--- config.mk ---
export PLATFORM = sky130hd
export DESIGN_NAME = fifo_ext
export DESIGN_NICKNAME = d
export VERILOG_FILES = /design/src/rtl/fifo_pkg.sv /design/src/rtl/fifo_mem.sv /design/src/rtl/fifo_ext.sv
export SDC_FILE = /design/constraint.sdc
export NUM_CORES = 1
export LEC_CHECK = 0
export BUFFER_PORTS_ARGS = -buffer_cell sky130_fd_sc_hd__buf_2
export CAP_MARGIN = 20
export CORE_UTILIZATION = 45
export DETAILED_ROUTE_END_ITERATION = 7
export PLACE_DENSITY = 0.79
export REMOVE_ABC_BUFFERS = 1
export SKIP_LAST_GASP = 1
export SYNTH_ARGS = -nofsm -noshare
export SYNTH_HDL_FRONTEND = slang
export SYNTH_SLANG_ARGS = --single-unit
--- constraint.sdc ---
create_clock -name clk -period 2.2 [get_ports clk]
set_clock_uncertainty 0.05 [all_clocks]
set_input_delay 0.33 -clock clk [delete_from_list [all_inputs] [get_ports clk]]
set_output_delay 0.33 -clock clk [all_outputs]
set_load 0.005 [all_outputs]
--- src/rtl/fifo_pkg.sv ---
// Shared constants and width helpers for the fifo_ext queue family.
package fifo_pkg;

    localparam int DEF_WIDTH = 32'sd2;
    localparam int DEF_DEPTH = 32'sd4;

    // Pointer width; a one-entry degenerate case still needs one address bit.
    function automatic int fifo_ptr_w(input int depth);
        return (depth > 32'sd1) ? $clog2(depth) : 32'sd1;
    endfunction

    // Occupancy width: one extra bit so that DEPTH itself is representable.
    function automatic int fifo_cnt_w(input int depth);
        return fifo_ptr_w(depth) + 32'sd1;
    endfunction

endpackage

--- src/rtl/fifo_mem.sv ---
// DEPTH x WIDTH register array: one synchronous write port, one combinational read port.
module fifo_mem
    import fifo_pkg::*;
#(
    parameter int WIDTH = DEF_WIDTH,
    parameter int DEPTH = DEF_DEPTH
) (
    input  logic                         clk,
    input  logic                         we_i,
    input  logic [fifo_ptr_w(DEPTH)-1:0] waddr_i,
    input  logic [WIDTH-1:0]             wdata_i,
    input  logic [fifo_ptr_w(DEPTH)-1:0] raddr_i,
    output logic [WIDTH-1:0]             rdata_o
);

    logic [WIDTH-1:0] mem_q [DEPTH];

    // Storage write; contents are intentionally not reset.
    always_ff @(posedge clk) begin
        if (we_i) begin
            mem_q[waddr_i] <= wdata_i;
        end
    end

    assign rdata_o = mem_q[raddr_i];

endmodule

--- src/rtl/fifo_ext.sv ---
// Parametrised show-ahead single-clock FIFO with occupancy, almost-full and sticky error flags.
// Optional high-water mark register enabled by defining FIFO_PEAK_EN.
module fifo_ext
    import fifo_pkg::*;
#(
    parameter int WIDTH    = DEF_WIDTH,
    parameter int DEPTH    = DEF_DEPTH,
    parameter int AF_LEVEL = DEPTH - 32'sd1
) (
    input  logic                         clk,
    input  logic                         reset,
    input  logic [WIDTH-1:0]             in,
    input  logic                         push,
    input  logic                         pop,
    input  logic                         clr_err,
    output logic [WIDTH-1:0]             out,
    output logic                         full,
    output logic                         empty,
    output logic                         almost_full,
    output logic [fifo_cnt_w(DEPTH)-1:0] count,
    output logic                         overflow,
    output logic                         underflow,
    output logic [fifo_cnt_w(DEPTH)-1:0] peak
);

    localparam int PTR_W = fifo_ptr_w(DEPTH);
    localparam int CNT_W = fifo_cnt_w(DEPTH);

    localparam logic [PTR_W-1:0] PTR_ONE  = PTR_W'(32'd1);
    localparam logic [CNT_W-1:0] CNT_ZERO = CNT_W'(32'd0);
    localparam logic [CNT_W-1:0] CNT_ONE  = CNT_W'(32'd1);
    localparam logic [CNT_W-1:0] CNT_FULL = CNT_W'(DEPTH);
    localparam logic [CNT_W-1:0] CNT_AF   = CNT_W'(AF_LEVEL);

    logic [PTR_W-1:0] wr_ptr_q, wr_ptr_d;
    logic [PTR_W-1:0] rd_ptr_q, rd_ptr_d;
    logic [CNT_W-1:0] count_q, count_d;
    logic             overflow_q, overflow_d;
    logic             underflow_q, underflow_d;

    logic             full_s, empty_s;
    logic             do_push_s, do_pop_s;
    logic             ovf_set_s, udf_set_s;
    logic [WIDTH-1:0] rdata_s;

    // Request qualification and next-state computation; flags come from count_q only.
    always_comb begin
        full_s    = (count_q == CNT_FULL);
        empty_s   = (count_q == CNT_ZERO);
        // A push into a full FIFO is still accepted when a pop frees the head slot.
        do_push_s = push && (!full_s || pop);
        do_pop_s  = pop && !empty_s;
        ovf_set_s = push && full_s && !pop;
        udf_set_s = pop && empty_s;

        wr_ptr_d = do_push_s ? (wr_ptr_q + PTR_ONE) : wr_ptr_q;
        rd_ptr_d = do_pop_s  ? (rd_ptr_q + PTR_ONE) : rd_ptr_q;

        if (do_push_s && !do_pop_s) begin
            count_d = count_q + CNT_ONE;
        end else if (do_pop_s && !do_push_s) begin
            count_d = count_q - CNT_ONE;
        end else begin
            count_d = count_q;
        end

        // A fresh error event outranks a simultaneous clear.
        if (ovf_set_s) begin
            overflow_d = 1'b1;
        end else if (clr_err) begin
            overflow_d = 1'b0;
        end else begin
            overflow_d = overflow_q;
        end

        if (udf_set_s) begin
            underflow_d = 1'b1;
        end else if (clr_err) begin
            underflow_d = 1'b0;
        end else begin
            underflow_d = underflow_q;
        end
    end

    // Pointer, occupancy and sticky error state.
    always_ff @(posedge clk or negedge reset) begin
        if (!reset) begin
            wr_ptr_q    <= '0;
            rd_ptr_q    <= '0;
            count_q     <= '0;
            overflow_q  <= 1'b0;
            underflow_q <= 1'b0;
        end else begin
            wr_ptr_q    <= wr_ptr_d;
            rd_ptr_q    <= rd_ptr_d;
            count_q     <= count_d;
            overflow_q  <= overflow_d;
            underflow_q <= underflow_d;
        end
    end

    fifo_mem #(
        .WIDTH (WIDTH),
        .DEPTH (DEPTH)
    ) u_mem (
        .clk     (clk),
        .we_i    (do_push_s),
        .waddr_i (wr_ptr_q),
        .wdata_i (in),
        .raddr_i (rd_ptr_q),
        .rdata_o (rdata_s)
    );

    assign out         = empty_s ? '0 : rdata_s;
    assign full        = full_s;
    assign empty       = empty_s;
    assign almost_full = (count_q >= CNT_AF);
    assign count       = count_q;
    assign overflow    = overflow_q;
    assign underflow   = underflow_q;

`ifdef FIFO_PEAK_EN
    logic [CNT_W-1:0] peak_q, peak_d;

    // High-water mark follows the occupancy the FIFO is about to hold.
    always_comb begin
        if (clr_err) begin
            peak_d = CNT_ZERO;
        end else if (count_d > peak_q) begin
            peak_d = count_d;
        end else begin
            peak_d = peak_q;
        end
    end

    // High-water mark register.
    always_ff @(posedge clk or negedge reset) begin
        if (!reset) begin
            peak_q <= '0;
        end else begin
            peak_q <= peak_d;
        end
    end

    assign peak = peak_q;
`else
    assign peak = CNT_ZERO;
`endif

endmodule

Word-level counts from Yosys, hierarchy flattened
Memory sizes are Yosys's and may differ from the RTL's.
Cells that the tools add are included.
Storage, ports and cells
  output and inout bits: 13
  logic and storage cells: 37
  RAM bits: 8
  memories kept: 1
  input port bits: 7
  flip-flop bits (word level): 9
Operators by class
  muxes and demuxes: 8
  eq/ne operators: 1
  $lt $le $gt $ge: 1
  reduce and logical (&&, ||, !) cells: 17
  $add $sub $neg: 4
Memory list
  u_mem.mem_q: words 4, bits a word 2, read ports 1, clocked after memory_dff 0, wr ports 1, RTL line fifo_mem.sv:16  | logic [WIDTH-1:0] mem_q [DEPTH];
Operator list (number)
  logical AND 1 bit: 7
  2-to-1 mux 3 bit: 2
  nonzero test 2 bit: 3
  zero test 1 bit: 5
  2-to-1 mux 1 bit: 5
  adder 2 x 1 -> 2 bit (second input constant): 2
  adder 3 x 1 -> 3 bit (second input constant): 1
  equality test 3 bit (second input constant): 1
  greater-or-equal comparator 3 x 2 -> 1 bit (second input constant): 1
  zero test 3 bit: 1
  subtractor 3 x 1 -> 3 bit (second input constant): 1
  2-to-1 mux 2 bit: 1
  logical OR 1 bit: 1

Depth between registers and ports, before layout
  word-level depth: 8
  gate-level depth with buffers: 9
  gate-level depth less buffers: 8

Modules after synthesis
From an unflattened synthesis, not the netlist that was laid out.
Second synthesis, totals
  cell total of the unflattened synthesis: 56
  area total of the unflattened synthesis: 790.8 µm²
By module, submodules not included
  fifo_ext: cells each 42, times used 1, area each 466.7 µm²
  fifo_mem: cells each 14, times used 1, area each 324.1 µm²

Worst setup path before layout
No wires, ideal clock.
  path kind: flip-flop to flip-flop
  start: register count_q[0], in the netlist count[0]
  end: register count_q[2], in the netlist count[2]
  path slack: 28 ps
  cell stages (with the launch flop): 9
  arrival: 2043 ps
  setup time: 79 ps
  required time: 2071 ps
  buffers on the path: 0
  cell sequence: dfrtp_1 -> or3_2 -> nand2_1 -> ha_1 -> inv_1 -> fa_1 -> xor2_1 -> nor2_1 -> xor2_1
On the way
  cells in the longest elaborated chain, start to end: 7
  elaborated cells between the ends (all ways): 16
  those cells by class: 2 x add/sub; 1 x eq/ne; 2 x mux; 11 x reduce/logical
Ends and longest elaborated chain
  start: declaration: RTL line fifo_ext.sv:37  | logic [CNT_W-1:0] count_q, count_d;
  start signal: assignment: RTL line fifo_ext.sv:96  | count_q <= count_d;
  parallel branches: the longest is 7 deep, another holds subtractor 3 x 1 -> 3 bit
Several ways; the timed one is not identified. The select of a mux whose other input is x is not followed.
A chain may end at the register's enable or synchronous reset.

Worst setup path after layout
  start: register count_q[2], in the netlist count[2]
  end: register count_q[2], in the netlist count[2]
The elaborated chain is that of the path after synthesis.

==> results.ini <==
[worst_setup_path]
crit_top_cell=xor2_1
critPathLaunchType=flop
crit_buf_inv=1
worst_setup_path_end_kind=flop
cp.arrival_ns=2.28
startpoint=count[2]
cp_data_required_time_ns=2.36
cp_top_family=simple AND/OR/NAND/NOR gates
crit_slowest_cell=or3_2
r2r_cells=8
worstSetupPathType=reg2reg
r2r-end=count[2]
regToRegSetupSlack_ns=0.08
path_cells=or3_2 -> nand2_4 -> ha_4 -> inv_1 -> fa_1 -> xor2_1 -> nor2_1 -> xor2_1
cpPeakStageDelay_ns=0.53
crit_fanout=2
cp-endpoint=count[2]
r2r_start=count[2]
cp.depth=8

[clock_network]
cts_tree=done
numCtsBuffers=3
cts.reportedPaths.clkPinSlew_ns=0.09
clock_latency_ns=0.28
cts.sinks=17
cts_max_path_buffers=2
root_buffer=clkbuf_4
htreeDepth=1

[die]
die_h_um=45.5
rows=15
die-area_mm2=0.00207
ios=20
die_w_um=45.5
start_util_pct=48.7
core_mm2=0.00175

[logic_synthesis]
yosysWarnings=0
synthCells=62
ys_ff_latch=17
yosysUniqueCellTypes=24
seq_area_frac_synth_pct=54.8
avgSynthCellArea_um2=13.7
syn_area_um2=850

[placement]
dp_hpwl_mm=1.08
pre_cts_ws_ns=-0.0384
place_area_um2=972
place_congestion=0.767
io_buffers=16

[cells_and_area]
nets=101
area_growth_pct=23.1
final_cell_mix=buf_2 (16), dfrtp_1 (8), edfxtp_1 (8), inv_1 (6), buf_4 (6)
drive_gt1_share_pct=44.8
antennaDiodeCount=0
final_common_cell=buf_2
final_area_mm2=0.00105

[grt]
grt_usage_pct=15.3
antenna_found_initial=0
grt_pass1_wl_mm=2.13
grt_overflow=0
grt_pass1_vias=468
grt_max_degree=10

[route]
wirelength_mm=1.34
drtPass1Iterations=1
vias=499
drt_iter0_drc=0
wl_per_cell_um=12.0
ant_nets=0
route.detailed.vias_per_inst=4.46
drc=0

[timing]
fin_ws_ns=0.0763
fin_crit_sh_pct=96.5
maxClockFrequency_mhz=471
min_period_ns=2.12
rsz0062_at_grt=true
slew_viol_final=0
setup_violations=0
hold_violations=0

[power_and_ir_drop]
power.leakage_nw=0.473
p_per_area_mw_per_mm2=1250
irDropWorstVdd_mv=0.583

[run]
drv_cap=0

[run_status]
status=completed

[hold_path]
holdCritPathClass=in2reg

==> power by group <==
| part | total (W) | internal (W) | switching, W |
|---|---|---|---|
| combinational | 0.000627 | 0.000360 | 0.000267 |
| sequential | 0.000516 | 0.000448 | 0.0000687 |
| clock | 0.000162 | 0.0000704 | 0.0000920 |
==> worst reg2reg max path, stage by stage, from the launching register on <==
cell	delay, ns
dfrtp_1	0.39
or3_2	0.53
nand2_4	0.11
ha_4	0.13
inv_1	0.04
fa_1	0.36
xor2_1	0.15
nor2_1	0.13
xor2_1	0.15
==> kinds of logic (layout without fill, tap and decap cells) <==
logic type | Yosys count | in the layout | share of synthesized area [%]
muxes | 4 | 4 | 8.39
other | 1 | 3 | 0.441
AOI/OAI and AO/OA | 3 | 3 | 2.21
DFF | 17 | 17 | 54.8
buffers and inverters | 10 | 33 | 6.63
adders and majority gates | 6 | 6 | 9.72
xor gates and xnor gates | 6 | 6 | 6.19
and+or+nand+nor | 15 | 15 | 11.6
==> how the worst min path moves through the flow <==
stage | from | to | slack, ns | cells after the start
2_1_floorplan | reset | count[0] | -0.02 | 0
3_3_place_gp | reset | underflow | 0.14 | 1
3_5_place_dp | reset | overflow | 0.14 | 1
4_1_cts | clr_err | overflow | 0.18 | 2
5_1_grt | clr_err | underflow | 0.18 | 2
6_report | clr_err | overflow | 0.19 | 2
==> metrics by stage <==
step | TNS [ns] | hold slack, ns | std cells | utilization [%] | total power, W
6_report | 0 | 0.186 | 112 | 59.9 | 0.00131
5_1_grt | -0.0164 | 0.179 | 112 | 59.9 | 0.00142
4_1_cts | 0 | 0.182 | 112 | 58.4 | 0.00129
3_5_place_dp | -0.0384 | 0.141 | 106 | 55.7 | 0.00111
3_3_place_gp | 0 | 0.137 | 106 | 55.7 | 0.00108
2_1_floorplan | 0 | -0.0156 | 60 | - | 0.000882
==> registers in the layout (all words and copies together), names as in the netlist <==
name         count
count            3
overflow         1
rd_ptr_q         2
u_mem.mem_q      8
underflow        1
wr_ptr_q         2
==> cell usage after synthesis, drive strengths merged <==
| cell | count | area (um2) |
|---|---|---|
| nor2b | 1 | 6.26 |
| xnor2 | 4 | 35.0 |
| xor2 | 2 | 17.5 |
| and2 | 6 | 42.5 |
| dfrtp | 9 | 225 |
| buf | 4 | 33.8 |
| mux4 | 2 | 45.0 |
| or3 | 1 | 7.51 |
| ha | 5 | 62.6 |
| edfxtp | 8 | 240 |
| nor3b | 1 | 7.51 |
| o21ai | 2 | 10.0 |
| nor2 | 1 | 3.75 |
| fa | 1 | 20.0 |
| mux2 | 2 | 26.3 |
| conb | 1 | 3.75 |
| nand2 | 3 | 11.3 |
| nor4b | 1 | 15.0 |
| inv | 6 | 22.5 |
| nand3 | 1 | 5.00 |
| a21o | 1 | 8.76 |
==> routing by layer <==
layer	global-route usage [%]	vias up	part of all wire, %
met4	9.09	0	1.0
met3	1.19	2	1.6
met5	0	-	0
met2	24.9	9	53
met1	19.8	236	44
li1	-	252	-
==> timing repair <==
item                       CTS  global route
hold endpoints to repair     9             0
hold buffers                 1             0
setup endpoints to repair    1             2
resized for setup            2             4
buffers inserted             1             0
pin swaps                    0             2
==> final cells by class <==
cell class                      instances  area [um2]
Fill cell                             142         699
Tap cell                               25        31.3
Clock buffer                            4        26.3
Inverter                                6        22.5
Multi-Input combinational cell         37         364
Timing Repair Buffer                   23         135
Sequential cell                        17         467
No activity file was read; power rests on OpenSTA's default activity.
